===== config.mk =====
export PLATFORM = sky130hd
export DESIGN_NAME = frame_reader
export DESIGN_NICKNAME = d
export VERILOG_FILES = /design/src/rtl/frame_reader.sv
export SDC_FILE = /design/constraint.sdc
export NUM_CORES = 1
export LEC_CHECK = 0
export ABC_AREA = 0
export CAP_MARGIN = 15
export CORE_MARGIN = 2
export CORE_UTILIZATION = 40
export CTS_BUF_LIST = sky130_fd_sc_hd__clkbuf_8
export CTS_CLUSTER_SIZE = 20
export DETAILED_ROUTE_END_ITERATION = 7
export PLACE_DENSITY = 0.57
export SETUP_SLACK_MARGIN = 0.2
export SLEW_MARGIN = 15
export SYNTH_ARGS = -nofsm -noshare
export SYNTH_HDL_FRONTEND = slang
export SYNTH_SLANG_ARGS = --single-unit

===== constraint.sdc =====
create_clock -name clk -period 8.8 [get_ports clk]
set_input_delay 1.76 -clock clk [delete_from_list [all_inputs] [get_ports clk]]
set_output_delay 1.76 -clock clk [all_outputs]
set_load 0.02 [all_outputs]

===== src/rtl/frame_reader.sv =====
// Streams the 28x28 RGB565 frame buffer out as 8-bit grayscale pixels over valid/ready.
// Optional build macro FRAME_READER_BINARIZE_EN thresholds each pixel at THRESH to 0x00/0xFF.
module frame_reader #(
    parameter int OUT_W  = 28,
    parameter int OUT_H  = 28,
    parameter int RD_LAT = 1,
    parameter int THRESH = 128
) (
    input  logic        clk,
    input  logic        reset,
    input  logic        start,
    output logic [9:0]  bram_addr_rd,
    output logic        bram_en_rd,
    output logic        bram_we_rd,
    input  logic [15:0] bram_dout,
    output logic [7:0]  pix_data,
    output logic [9:0]  pix_index,
    output logic        pix_valid,
    input  logic        pix_ready,
    output logic        pix_last,
    output logic        busy,
    output logic        done
);

    localparam int          NPIX      = OUT_W * OUT_H;
    localparam logic [9:0]  LAST_IDX  = 10'(NPIX - 1);
    localparam logic [1:0]  WAIT_LAST = 2'(RD_LAT - 1);

    // Parameter sanity: the address bus is 10 bits and the wait counter only handles latency 1 or 2.
    if (NPIX < 1 || NPIX > 1024) begin : g_badSize
        $error("frame_reader: OUT_W*OUT_H must be 1..1024");
    end
    if (RD_LAT < 1 || RD_LAT > 2) begin : g_badLat
        $error("frame_reader: RD_LAT must be 1 or 2");
    end
    if (THRESH < 0 || THRESH > 255) begin : g_badThresh
        $error("frame_reader: THRESH must be 0..255");
    end

    typedef enum logic [2:0] {
        S_IDLE,
        S_ISSUE,
        S_WAIT,
        S_PRESENT,
        S_DONE
    } state_t;

    state_t      r_state;
    logic [9:0]  r_count;
    logic [1:0]  r_waitCnt;
    logic        r_en;
    logic [7:0]  r_pixData;
    logic        r_valid;
    logic        r_last;
    logic        r_busy;
    logic        r_done;

    logic [7:0]  w_r8;
    logic [7:0]  w_g8;
    logic [7:0]  w_b8;
    logic [15:0] w_sum;
    logic [7:0]  w_gray;
    logic [7:0]  w_pix;

    // Replicate the top bits to widen RGB565 channels to 8 bits; weights sum to 256 so the 16-bit sum never overflows.
    assign w_r8   = {bram_dout[15:11], bram_dout[15:13]};
    assign w_g8   = {bram_dout[10:5],  bram_dout[10:9]};
    assign w_b8   = {bram_dout[4:0],   bram_dout[4:2]};
    assign w_sum  = 16'd77 * {8'd0, w_r8} + 16'd150 * {8'd0, w_g8} + 16'd29 * {8'd0, w_b8};
    assign w_gray = w_sum[15:8];

`ifdef FRAME_READER_BINARIZE_EN
    assign w_pix = (w_gray >= 8'(THRESH)) ? 8'hFF : 8'h00;
`else
    assign w_pix = w_gray;
`endif

    always_ff @(posedge clk) begin
        if (reset) begin
            r_state   <= S_IDLE;
            r_count   <= '0;
            r_waitCnt <= '0;
            r_en      <= 1'b0;
            r_pixData <= '0;
            r_valid   <= 1'b0;
            r_last    <= 1'b0;
            r_busy    <= 1'b0;
            r_done    <= 1'b0;
        end else begin
            r_en   <= 1'b0;
            r_done <= 1'b0;
            case (r_state)
                S_IDLE: begin
                    if (start) begin
                        r_count <= '0;
                        r_busy  <= 1'b1;
                        r_en    <= 1'b1;
                        r_state <= S_ISSUE;
                    end
                end
                S_ISSUE: begin
                    r_waitCnt <= '0;
                    r_state   <= S_WAIT;
                end
                // Capture converted read data on the cycle it becomes valid at the BRAM output.
                S_WAIT: begin
                    if (r_waitCnt == WAIT_LAST) begin
                        r_pixData <= w_pix;
                        r_valid   <= 1'b1;
                        r_last    <= (r_count == LAST_IDX);
                        r_state   <= S_PRESENT;
                    end else begin
                        r_waitCnt <= r_waitCnt + 2'd1;
                    end
                end
                S_PRESENT: begin
                    if (pix_ready) begin
                        r_valid <= 1'b0;
                        r_last  <= 1'b0;
                        if (r_count == LAST_IDX) begin
                            r_done  <= 1'b1;
                            r_state <= S_DONE;
                        end else begin
                            r_count <= r_count + 10'd1;
                            r_en    <= 1'b1;
                            r_state <= S_ISSUE;
                        end
                    end
                end
                S_DONE: begin
                    r_busy  <= 1'b0;
                    r_state <= S_IDLE;
                end
                default: r_state <= S_IDLE;
            endcase
        end
    end

    assign bram_addr_rd = r_count;
    assign bram_en_rd   = r_en;
    assign bram_we_rd   = 1'b0;
    assign pix_data     = r_pixData;
    assign pix_index    = r_count;
    assign pix_valid    = r_valid;
    assign pix_last     = r_last;
    assign busy         = r_busy;
    assign done         = r_done;

endmodule


==> results.py, run 1 <==
metrics = {
    "outcome": {
        "status": "completed",
    },
    "floorplanning": {
        "dieArea_um2": 11800,
        "die_x_um": 109,
        "rows": 38,
        "initial_utilization": 0.408,
        "fp.dieH_um": 109,
        "core_region_area_um2": 10700,
        "io_pins": 54,
    },
    "critical_path": {
        "slowest_delay_ps": 690,
        "slowest_stage": "clkdlybuf4s50_1",
        "rrSetupSlack_ps": 6660,
        "crit_buf_inv": 5,
        "r2r_cells": 8,
        "worstPathArrival_ps": 8110,
        "endpoint": "pix_data[5]$_SDFFE_PP0P_",
        "cp.required_ps": 8960,
        "timing.rr.start": "bram_addr_rd[0]$_SDFFE_PP0P_",
        "path_class": "input pin to register",
        "startpoint_type": "input pin",
        "worst-path-max-fanout": 8,
        "worstSetupPathDepth": 25,
        "path_delay_family": "adder cells",
        "cp-end-kind": "register",
        "startpoint": "bram_dout[9]",
        "reg2reg_to": "bram_addr_rd[9]$_SDFFE_PP0P_",
    },
    "synth": {
        "synth_largest_area_cell": "fa_1",
        "ys_seq_elements": 28,
        "ys_top_cells_by_area": "fa_1 25%, ha_1 24%, dfxtp_1 13%",
        "syn_nets": 626,
        "yosysWarnings": 0,
        "synthCells": 467,
        "avgSynthCellArea_um2": 9.39,
        "synth.distinct_cells": 58,
        "ys.flop_type": "dfxtp_1",
        "seq_area_frac_synth": 0.128,
        "synthArstFlopShare": 0,
        "synth.cell_area_um2": 4380,
        "synth_edf_count": 0,
        "yosys.area.top_type_share": 0.247,
    },
    "detailed_routing": {
        "drc": 0,
        "wl_per_cell_um": 13.0,
        "drt_iter0_markers": 110,
        "dr_total_vias": 3186,
        "firstDrtPassIters": 6,
        "final_antenna_net_count": 0,
        "post_drt_via_cell_ratio": 4.94,
        "routed_wirelength_um": 8360,
    },
    "sta": {
        "finalCritPeriodShare": 0.903,
        "skew_ps": 9.43,
        "fmax_ghz": 0.126,
        "tns_ps": 0,
        "hold_ws_ps": 459,
        "tightest_slew_ps": 798,
        "relSlewSlack": 0.466,
        "hold_viol": 0,
        "maxSlewViolCount": 0,
        "period_needed_ps": 7940,
        "finalSetupViolations": 0,
        "rsz0062_at_grt": "no",
    },
    "placement": {
        "routabilityCongestion": 0.837,
        "hpwl_um": 7260,
        "port_buffers": 52,
        "placed_cell_area_um2": 4950,
    },
    "global_route": {
        "grt_pass1_vias": 3272,
        "antenna_found_initial": 0,
        "track_usage": 0.156,
        "grt_pass1_wl_um": 15000,
        "grt_max_degree": 24,
        "overflow": 0,
    },
    "clock_network": {
        "tritoncts": "built",
        "clock-sinks": 28,
        "postCtsHoldBufs": 0,
        "numCtsBuffers": 3,
        "clk_latency_ps": 270,
        "postCtsSetupBuffers": 0,
        "cts-htree-levels": 1,
        "clk_pin_slew_worst_paths_ps": 90,
        "clk_path_buf_depth": 2,
        "cts_resized": 0,
        "clock-root-buffer": "clkbuf_8",
    },
    "cells_and_area": {
        "final_nets": 665,
        "multi_input_area_um2": 3360,
        "layout_commonest_cell": "inv_1",
        "final_core_util": 0.466,
        "fin_area_um2": 5000,
        "insertedDiodeCount": 0,
        "flow.area_growth_from_synthesis_pct": 14.2,
        "regArea_um2": 561,
        "final_cell_mix": "89 x inv_1, 85 x ha_1, 54 x fa_1",
        "drive_above_1_share": 0.0317,
        "nFillCells": 1079,
    },
    "pwr": {
        "power_density_nw_per_um2": 393,
        "leakage_nw": 2.44,
        "irDropWorstVdd_mv": 0.284,
    },
    "run": {
        "maxCapViolCount": 0,
    },
    "worst_hold_path": {
        "min_path_type": "register to register",
    },
}
==> stage by stage <==
| stage | instances | setup WS (ps) | power (mW) |
|---|---|---|---|
| final | 645 | 857 | 1.97 |
| after global routing | 645 | 475 | 2.28 |
| after CTS | 645 | 841 | 2.00 |
| after detailed placement | 641 | 561 | 1.90 |
| after global placement | 641 | 708 | 1.87 |
| after floorplan | 467 | 1570 | 1.54 |
==> routing by layer <==
layer / track usage / share of wire / vias to the layer above
met4: 0.0119 / 0.0032 / 0
met3: 0.0137 / 0.021 / 2
li1: - / - / 1609
met1: 0.209 / 0.48 / 1533
met5: 0 / 0 / -
met2: 0.285 / 0.49 / 42
==> registers in the layout, summed over array words and instances (netlist names) <==
signal        count
r_waitCnt         2
done              1
bram_addr_rd     10
r_state           3
pix_data          8
pix_valid         1
busy              1
bram_en_rd        1
pix_last          1
==> worst min-delay path, delay by kind of cell, from the launching register on <==
kind,cells,cell delay [ps]
flip-flops,1,320
AND/OR/NAND/NOR,1,50
AO/OA/AOI/OAI,1,50
==> cell families (layout without fill, tap and decap cells) <==
kind of cell / Yosys count / count (layout) / synth area share
AO/OA/AOI/OAI: 64 / 64 / 0.0956
buffers and inverters: 107 / 145 / 0.106
AND/OR/NAND/NOR: 103 / 103 / 0.130
other: 1 / 1 / 0.000855
XOR/XNOR: 21 / 21 / 0.0420
adder cells (fa/ha/maj): 139 / 139 / 0.489
flip-flops: 28 / 28 / 0.128
multiplexers: 4 / 4 / 0.00913
==> report_power, final <==
| part | internal [mW] | switching, mW |
|---|---|---|
| clock network | 0.0400 | 0.0386 |
| logic | 0.756 | 0.985 |
| registers | 0.139 | 0.00868 |
==> synth_stat cells (all sizes together), types with 5 or more instances <==
cell type	number
nand4	9
a21oi	25
o21ai	9
nand2b	6
inv	89
xor2	13
buf	15
nor2	36
dfxtp	28
xnor2	8
and3	5
fa	54
nor3	8
ha	85
nand2	14
nor2b	5
a21o	7
==> how the worst min path moves through the flow <==
stage | depth (start not counted) | from | slack, ps | endpoint
final | 2 | pix_valid$_SDFFE_PP0P_ | 460 | pix_valid$_SDFFE_PP0P_
after CTS | 2 | pix_valid$_SDFFE_PP0P_ | 460 | pix_valid$_SDFFE_PP0P_
after global placement | 2 | pix_data[1]$_SDFFE_PP0P_ | 450 | pix_data[1]$_SDFFE_PP0P_
after global routing | 2 | pix_valid$_SDFFE_PP0P_ | 480 | pix_valid$_SDFFE_PP0P_
after detailed placement | 2 | pix_data[1]$_SDFFE_PP0P_ | 450 | pix_data[1]$_SDFFE_PP0P_
after floorplan | 2 | r_waitCnt[1]$_SDFFE_PP0P_ | 450 | r_waitCnt[1]$_SDFFE_PP0P_
==> area by class of cell <==
cell class                      instances  share of cell area
Sequential cell                        28               0.112
Multi-Input combinational cell        332               0.671
Clock buffer                            4              0.0110
Inverter                               89              0.0667
Timing Repair Buffer                   52               0.104
Tap cell                              140              0.0350
Power figures use the tool's default switching activity.
==> run 2, diff against run 1 <==
--- a/config.mk
+++ b/config.mk
@@ -8,11 +8,11 @@
 export ABC_AREA = 0
 export CAP_MARGIN = 15
 export CORE_MARGIN = 2
-export CORE_UTILIZATION = 40
+export CORE_UTILIZATION = 46
 export CTS_BUF_LIST = sky130_fd_sc_hd__clkbuf_8
 export CTS_CLUSTER_SIZE = 20
 export DETAILED_ROUTE_END_ITERATION = 7
-export PLACE_DENSITY = 0.57
+export PLACE_DENSITY = 0.64
 export SETUP_SLACK_MARGIN = 0.2
 export SLEW_MARGIN = 15
 export SYNTH_ARGS = -nofsm -noshare
==> results.py, run 2 (synthesis results as in run 1) <==
metrics = {
    "outcome": {
        "status": "completed",
    },
    "critical_path": {
        "startpoint_type": "input pin",
        "rrSetupSlack_ps": 6650,
        "cp-end-kind": "register",
        "r2r_cells": 8,
        "crit_buf_inv": 5,
        "worstPathArrival_ps": 8070,
        "endpoint": "pix_data[5]$_SDFFE_PP0P_",
        "worst-path-max-fanout": 8,
        "timing.rr.start": "bram_addr_rd[0]$_SDFFE_PP0P_",
        "cp.required_ps": 8970,
        "path_delay_family": "adder cells",
        "startpoint": "bram_dout[9]",
        "slowest_stage": "clkdlybuf4s50_1",
        "path_class": "input pin to register",
        "worstSetupPathDepth": 25,
        "reg2reg_to": "bram_addr_rd[9]$_SDFFE_PP0P_",
        "slowest_delay_ps": 670,
    },
    "sta": {
        "rsz0062_at_grt": "no",
        "period_needed_ps": 7890,
        "finalCritPeriodShare": 0.897,
        "relSlewSlack": 0.469,
        "finalSetupViolations": 0,
        "hold_ws_ps": 465,
        "tns_ps": 0,
        "fmax_ghz": 0.127,
        "hold_viol": 0,
        "maxSlewViolCount": 0,
        "tightest_slew_ps": 794,
        "skew_ps": 2.77,
    },
    "global_route": {
        "grt_pass1_wl_um": 14900,
        "grt_max_degree": 24,
        "grt_pass1_vias": 3319,
        "overflow": 0,
        "track_usage": 0.179,
        "antenna_found_initial": 0,
    },
    "cells_and_area": {
        "flow.area_growth_from_synthesis_pct": 14.2,
        "drive_above_1_share": 0.0317,
        "largest_reg_flops": 10,
        "final_nets": 665,
        "fin_area_um2": 5010,
        "instances_no_fill": 634,
        "layout_commonest_cell": "inv_1",
        "insertedDiodeCount": 0,
        "final_cell_mix": "89 x inv_1, 85 x ha_1, 54 x fa_1",
    },
    "clock_network": {
        "tritoncts": "built",
        "clk_latency_ps": 270,
        "clock-sinks": 28,
        "cts-htree-levels": 1,
        "cts_resized": 0,
        "postCtsSetupBuffers": 0,
        "clk_path_buf_depth": 2,
        "clock-root-buffer": "clkbuf_8",
        "clk_pin_slew_worst_paths_ps": 90,
        "numCtsBuffers": 3,
        "postCtsHoldBufs": 0,
    },
    "detailed_routing": {
        "dr_total_vias": 3237,
        "drt_iter0_markers": 102,
        "post_drt_via_cell_ratio": 5.11,
        "routed_wirelength_um": 8520,
        "drc": 0,
        "wl_per_cell_um": 13.4,
        "firstDrtPassIters": 4,
        "final_antenna_net_count": 0,
    },
    "floorplanning": {
        "initial_utilization": 0.474,
        "core_region_area_um2": 9240,
        "die_x_um": 102,
        "dieArea_um2": 10300,
        "fp.dieH_um": 102,
        "rows": 35,
        "io_pins": 54,
    },
    "placement": {
        "routabilityCongestion": 0.921,
        "port_buffers": 52,
        "placed_cell_area_um2": 4940,
        "hpwl_um": 7480,
        "placed_cells": 630,
    },
    "worst_hold_path": {
        "min_path_type": "register to register",
    },
    "run": {
        "maxCapViolCount": 0,
    },
}
## run 2: metal layers
metal  vias to the layer above  global-route usage  part of all wire
met5                         -                   0                 0
met3                         9              0.0193             0.026
li1                       1608                   -                 -
met1                      1569               0.231              0.46
met2                        51               0.334              0.51
met4                         0              0.0198            0.0082
## run 2: worst min path at each step
stage | from | end | slack (ps) | cells after the start
after floorplan | r_waitCnt[1]$_SDFFE_PP0P_ | r_waitCnt[1]$_SDFFE_PP0P_ | 450 | 2
final | pix_data[1]$_SDFFE_PP0P_ | pix_data[1]$_SDFFE_PP0P_ | 470 | 2
after CTS | pix_data[1]$_SDFFE_PP0P_ | pix_data[1]$_SDFFE_PP0P_ | 470 | 2
after global placement | pix_data[1]$_SDFFE_PP0P_ | pix_data[1]$_SDFFE_PP0P_ | 450 | 2
after global routing | pix_valid$_SDFFE_PP0P_ | pix_valid$_SDFFE_PP0P_ | 490 | 2
after detailed placement | pix_valid$_SDFFE_PP0P_ | pix_valid$_SDFFE_PP0P_ | 450 | 2
## run 2: area by class of cell
type	instances	area [um2]
inverter	89	334
timing repair buffer	52	520
fill	851	4230
multi-input combinational	332	3360
clock inverter	1	30.0
sequential	28	561
clock buffer	3	41.3
tap	129	161
## run 2: tightest hold or removal path, cell delays in order, from the launching register on
cell and delay [ps]:
dfxtp_1 320, inv_1 50, a211oi_1 50
## run 2: through the flow
stage,worst slack [ps],utilization
2_1_floorplan,1570,-
3_3_place_gp,732,0.534
3_5_place_dp,588,0.534
4_1_cts,870,0.542
5_1_grt,456,0.542
6_report,909,0.542
Power of run 2 is left out: the tool's default activity adds up to more than one toggle a clock period on the data nets, which glitch-free logic cannot reach.
==> RTL edit 1: new RTL, settings of run 1 <==
The 5 states of `state_t` get a one-hot encoding in 5 bits.
--- a/src/rtl/frame_reader.sv
+++ b/src/rtl/frame_reader.sv
@@ -39,8 +39,8 @@
 
-    typedef enum logic [2:0] {
-        S_IDLE,
-        S_ISSUE,
-        S_WAIT,
-        S_PRESENT,
-        S_DONE
+    typedef enum logic [4:0] {
+        S_IDLE    = 5'b00001,
+        S_ISSUE   = 5'b00010,
+        S_WAIT    = 5'b00100,
+        S_PRESENT = 5'b01000,
+        S_DONE    = 5'b10000
     } state_t;
Behaviour: no difference found for any inputs over 10 cycles, from zero or initial values and one cycle with reset high; not proved beyond that.
==> RTL edit 1 against run 1 <==
Sequential share of layout area up 0.18 points. Design area rose by 5.4%. Sequential cell count is 2 higher. Clock skew is 0.0073 ns lower. Area after synthesis increased by 4.5%. Global-route usage increased by 0.51 points. Non-clock buffer count increased by 1. Critical path depth down 1. Clock power up 42%. Combinational power barely moved. Setup slack worse by 0.20 ns. Wire length increased by 11%. Power is 1.2% higher. Largest power group unchanged. Highest routed layer unchanged.
==> RTL edit 1: results (changes against run 1) <==
run_status:
  status: "finished clean"
placement:
  gp_congestion: 0.827  # -1.2%
  placed_area_um2: 5170  # +4.5%
  dp_hpwl_um: 7990  # +10%
  post-place-ws_ns: 0.285  # -0.277 ns
drt:
  drt_wl_total_um: 9290  # +11%
  dr_total_vias: 3351  # +5.2%
timing:
  slew_headroom_pct: 48.5  # +1.9 points
  fin_skew_ns: 0.00216  # -0.00726 ns
layout:
  n_clock_buffer: 6  # +2
  layout.nets: 692  # +4.1%
  design_area_um2: 5280  # +5.4%
  num-nonclk-inverters: 102  # +15%
  clkCellAreaFrac_pct: 1.73  # +0.63 points
  stdcell_count: 677  # +5.0%
  multi_input_gates: 341  # +2.7%
  fin_util_pct: 46.8  # +0.23 points
logic_synthesis:
  synth_nets: 649  # +3.7%
  syn_avg_cell_area_um2: 9.35  # -0.45%
  synth_seq_area_share_pct: 13.1  # +0.33 points
  synthXorXnorAreaFrac_pct: 3.63  # -0.56 points
  synthAdderAreaFrac_pct: 46.8  # -2.1 points
  synth_compound_gate_area_share_pct: 11.9  # +2.4 points
clock_network:
  numCtsBuffers: 5  # +2
  path_clk_slew_ns: 0.06  # -0.03 ns
  cts.sinks: 30  # +7.1%
setup_path:
  r2r-start: "bram_addr_rd[3]"
  critical_path.max_fanout: 4  # -4
  cp_slowest_cell: "fa_1"
  r2r-end: "bram_addr_rd[5]"
  critPathCapture: "pix_data[7]"
  ff2ff_setup_slack_ns: 6.84  # +0.18 ns
global_routing:
  grt_start_max_net_pins: 23  # -4.2%
  grt_pass1_wl_um: 16600  # +11%
  grt_use_total_pct: 16.1  # +0.51 points
  grt_pass1_vias: 3553  # +8.6%
power_and_ir_drop:
  p_seq_uw: 142  # -4%
  power_frac_seq_pct: 7.1  # -0.4 points
==> RTL edit 1: cell count changes after synthesis, moves of 6 or more <==
cell,run 1,this run
inv_1,89,102
a21oi_1,24,15
xor2_1,13,5
xnor2_1,8,14
==> RTL edit 1: routing by layer <==
metal  up-vias  routed length (um)  global-route usage [%]
met5         -                   0                       0
met4         0                  60                    2.25
met3         6                 206                    1.86
met2        46                4370                    26.9
met1      1597                4650                    23.1
li1       1702                   -                       -
==> RTL edit 1: how the worst min path moves through the flow <==
stage | from | end | slack [ns] | cells after the start
6_report | pix_valid | pix_valid | 0.46 | 2
3_3_place_gp | pix_valid | pix_valid | 0.45 | 2
3_5_place_dp | pix_valid | pix_valid | 0.45 | 2
4_1_cts | pix_valid | pix_valid | 0.46 | 2
2_1_floorplan | r_waitCnt[1] | r_waitCnt[1] | 0.47 | 2
5_1_grt | pix_valid | pix_valid | 0.49 | 2
==> RTL edit 2: new RTL, settings of run 1 <==
Made on the original files. `OUT_H`: 28 -> 16.
--- a/src/rtl/frame_reader.sv
+++ b/src/rtl/frame_reader.sv
@@ -4,3 +4,3 @@
     parameter int OUT_W  = 28,
-    parameter int OUT_H  = 28,
+    parameter int OUT_H  = 16,
     parameter int RD_LAT = 1,
Formal check against the unedited RTL: no difference found for any inputs over 10 cycles, from zero or initial values and one cycle with reset high; that may be too few to reach the edited logic, so the function may still have changed.
==> RTL edit 2 against run 1 <==
Critical path depth grew 1. Area after synthesis shrank 0.17%. Setup slack lost 0.23 ns. Design area grew 0.27%. Sequential cell count is the same. Wire length grew 4.1%. Largest cell class unchanged.
Power is not shown: default switching activity piles up to over one toggle a cycle in this logic, so the estimate is an artifact.
==> RTL edit 2: results (changes against run 1) <==
layout:
  post_route_cells_drive_above_1_share_pct: 2.94  # -0.23 points
  largest_reg_flops: 10  # unchanged
  fillers: 1091  # +1.1%
  layout.nets: 670  # +0.75%
  antennaDiodeCount: 0  # unchanged
setup_path:
  r2r-end: "bram_addr_rd[7]"
  arrival_ns: 8.34  # +0.23 ns
  critical_path.max_fanout: 5  # -3
  ff2ff_setup_slack_ns: 6.88  # +0.22 ns
  cp_slowest_cell: "fa_1"
  worst-r2r-cell-count: 7  # -1
  cpPeakStageDelay_ns: 0.52  # -0.17 ns
  critPathCapture: "pix_data[7]"
  setup.worst_path.start: "bram_dout[6]"
logic_synthesis:
  synthDistinctLibCells: 55  # -5.2%
  synth_nets: 631  # +0.80%
  synth_area_leaders: "fa_1, ha_1, dfxtp_1"
  synth_compound_gate_area_share_pct: 12.1  # +2.5 points
  synthAdderAreaFrac_pct: 49.0  # +0.084 points
  synth_seq_area_share_pct: 12.8  # +0.022 points
  async_reset_ff_share_pct: 0  # unchanged
  muxShareOfSynthArea_pct: 0.229  # -0.68 points
  synthFlopType: "dfxtp_1"
  synthXorXnorAreaFrac_pct: 4.20  # +0.0072 points
  synthTopCellsByCount: "inv_1, ha_1, fa_1"
clock_network:
  cts_resized: 0  # unchanged
  clockRootBuffer: "clkbuf_8"
  numCtsBuffers: 3  # unchanged
  path_clk_slew_ns: 0.09  # about the same
  clk_latency_ns: 0.27  # about the same
placement:
  gp_congestion: 0.825  # -1.5%
  placed_area_um2: 4960  # +0.18%
  dp_hpwl_um: 7460  # +2.7%
  port_buffers: 52  # unchanged
global_routing:
  grt_pass1_wl_um: 15700  # +4.6%
  grt_use_total_pct: 16.4  # +0.81 points
  grt_pass1_vias: 3314  # +1.3%
  grt_start_max_net_pins: 26  # +8.3%
drt:
  dr.pass1.iters: 4  # -2
  avgRoutedWirePerCell_um: 13.4  # +3.3%
  drt_iter0_markers: 142  # +29%
  via_per_inst: 5.00  # +1.1%
hold_path:
  min_to: "pix_data[3]"
  hold_depth: 2  # unchanged
  hp-start: "pix_data[3]"
run:
  max-cap-violations: 0  # unchanged
timing:
  fin_skew_ns: 0.00582  # -0.00361 ns
  fin_hold_ws_ns: 0.461  # +0.00128 ns
  slew_headroom_pct: 41.0  # -5.6 points
run_status:
  status: "finished clean"
RTL edit 2: final cells by class:
class / count / area (um^2) / area share (%)
sequential: 28 / 561 / 11.2
tap: 140 / 175 / 3.49
multi-input combinational: 337 / 3370 / 67.1
timing repair buffer: 53 / 528 / 10.5
inverter: 88 / 330 / 6.58
clock buffer: 4 / 55.1 / 1.10
RTL edit 2: metrics by stage:
stage | worst slack (ns) | instances
after floorplan | 1.33 | 472
after global placement | 0.484 | 646
after CTS | 0.643 | 650
after detailed placement | 0.350 | 646
final | 0.629 | 650
after global routing | 0.213 | 650
RTL edit 2: per-layer routing:
metal	vias to the layer above	global-route usage, %	part of all wire, %
li1	1636	-	-
met5	-	0	0
met3	4	1.75	2.4
met2	37	28.2	48
met4	0	1.65	0.70
met1	1570	23.1	49
RTL edit 2: logic make-up (layout without fill, tap and decap cells):
family,after synthesis,in the layout
other cells,1,1
fa+ha+maj,139,139
simple gates,96,96
xor+xnor,21,21
mux,1,1
compound gates,79,79
buf+inv,107,145
flops,28,28
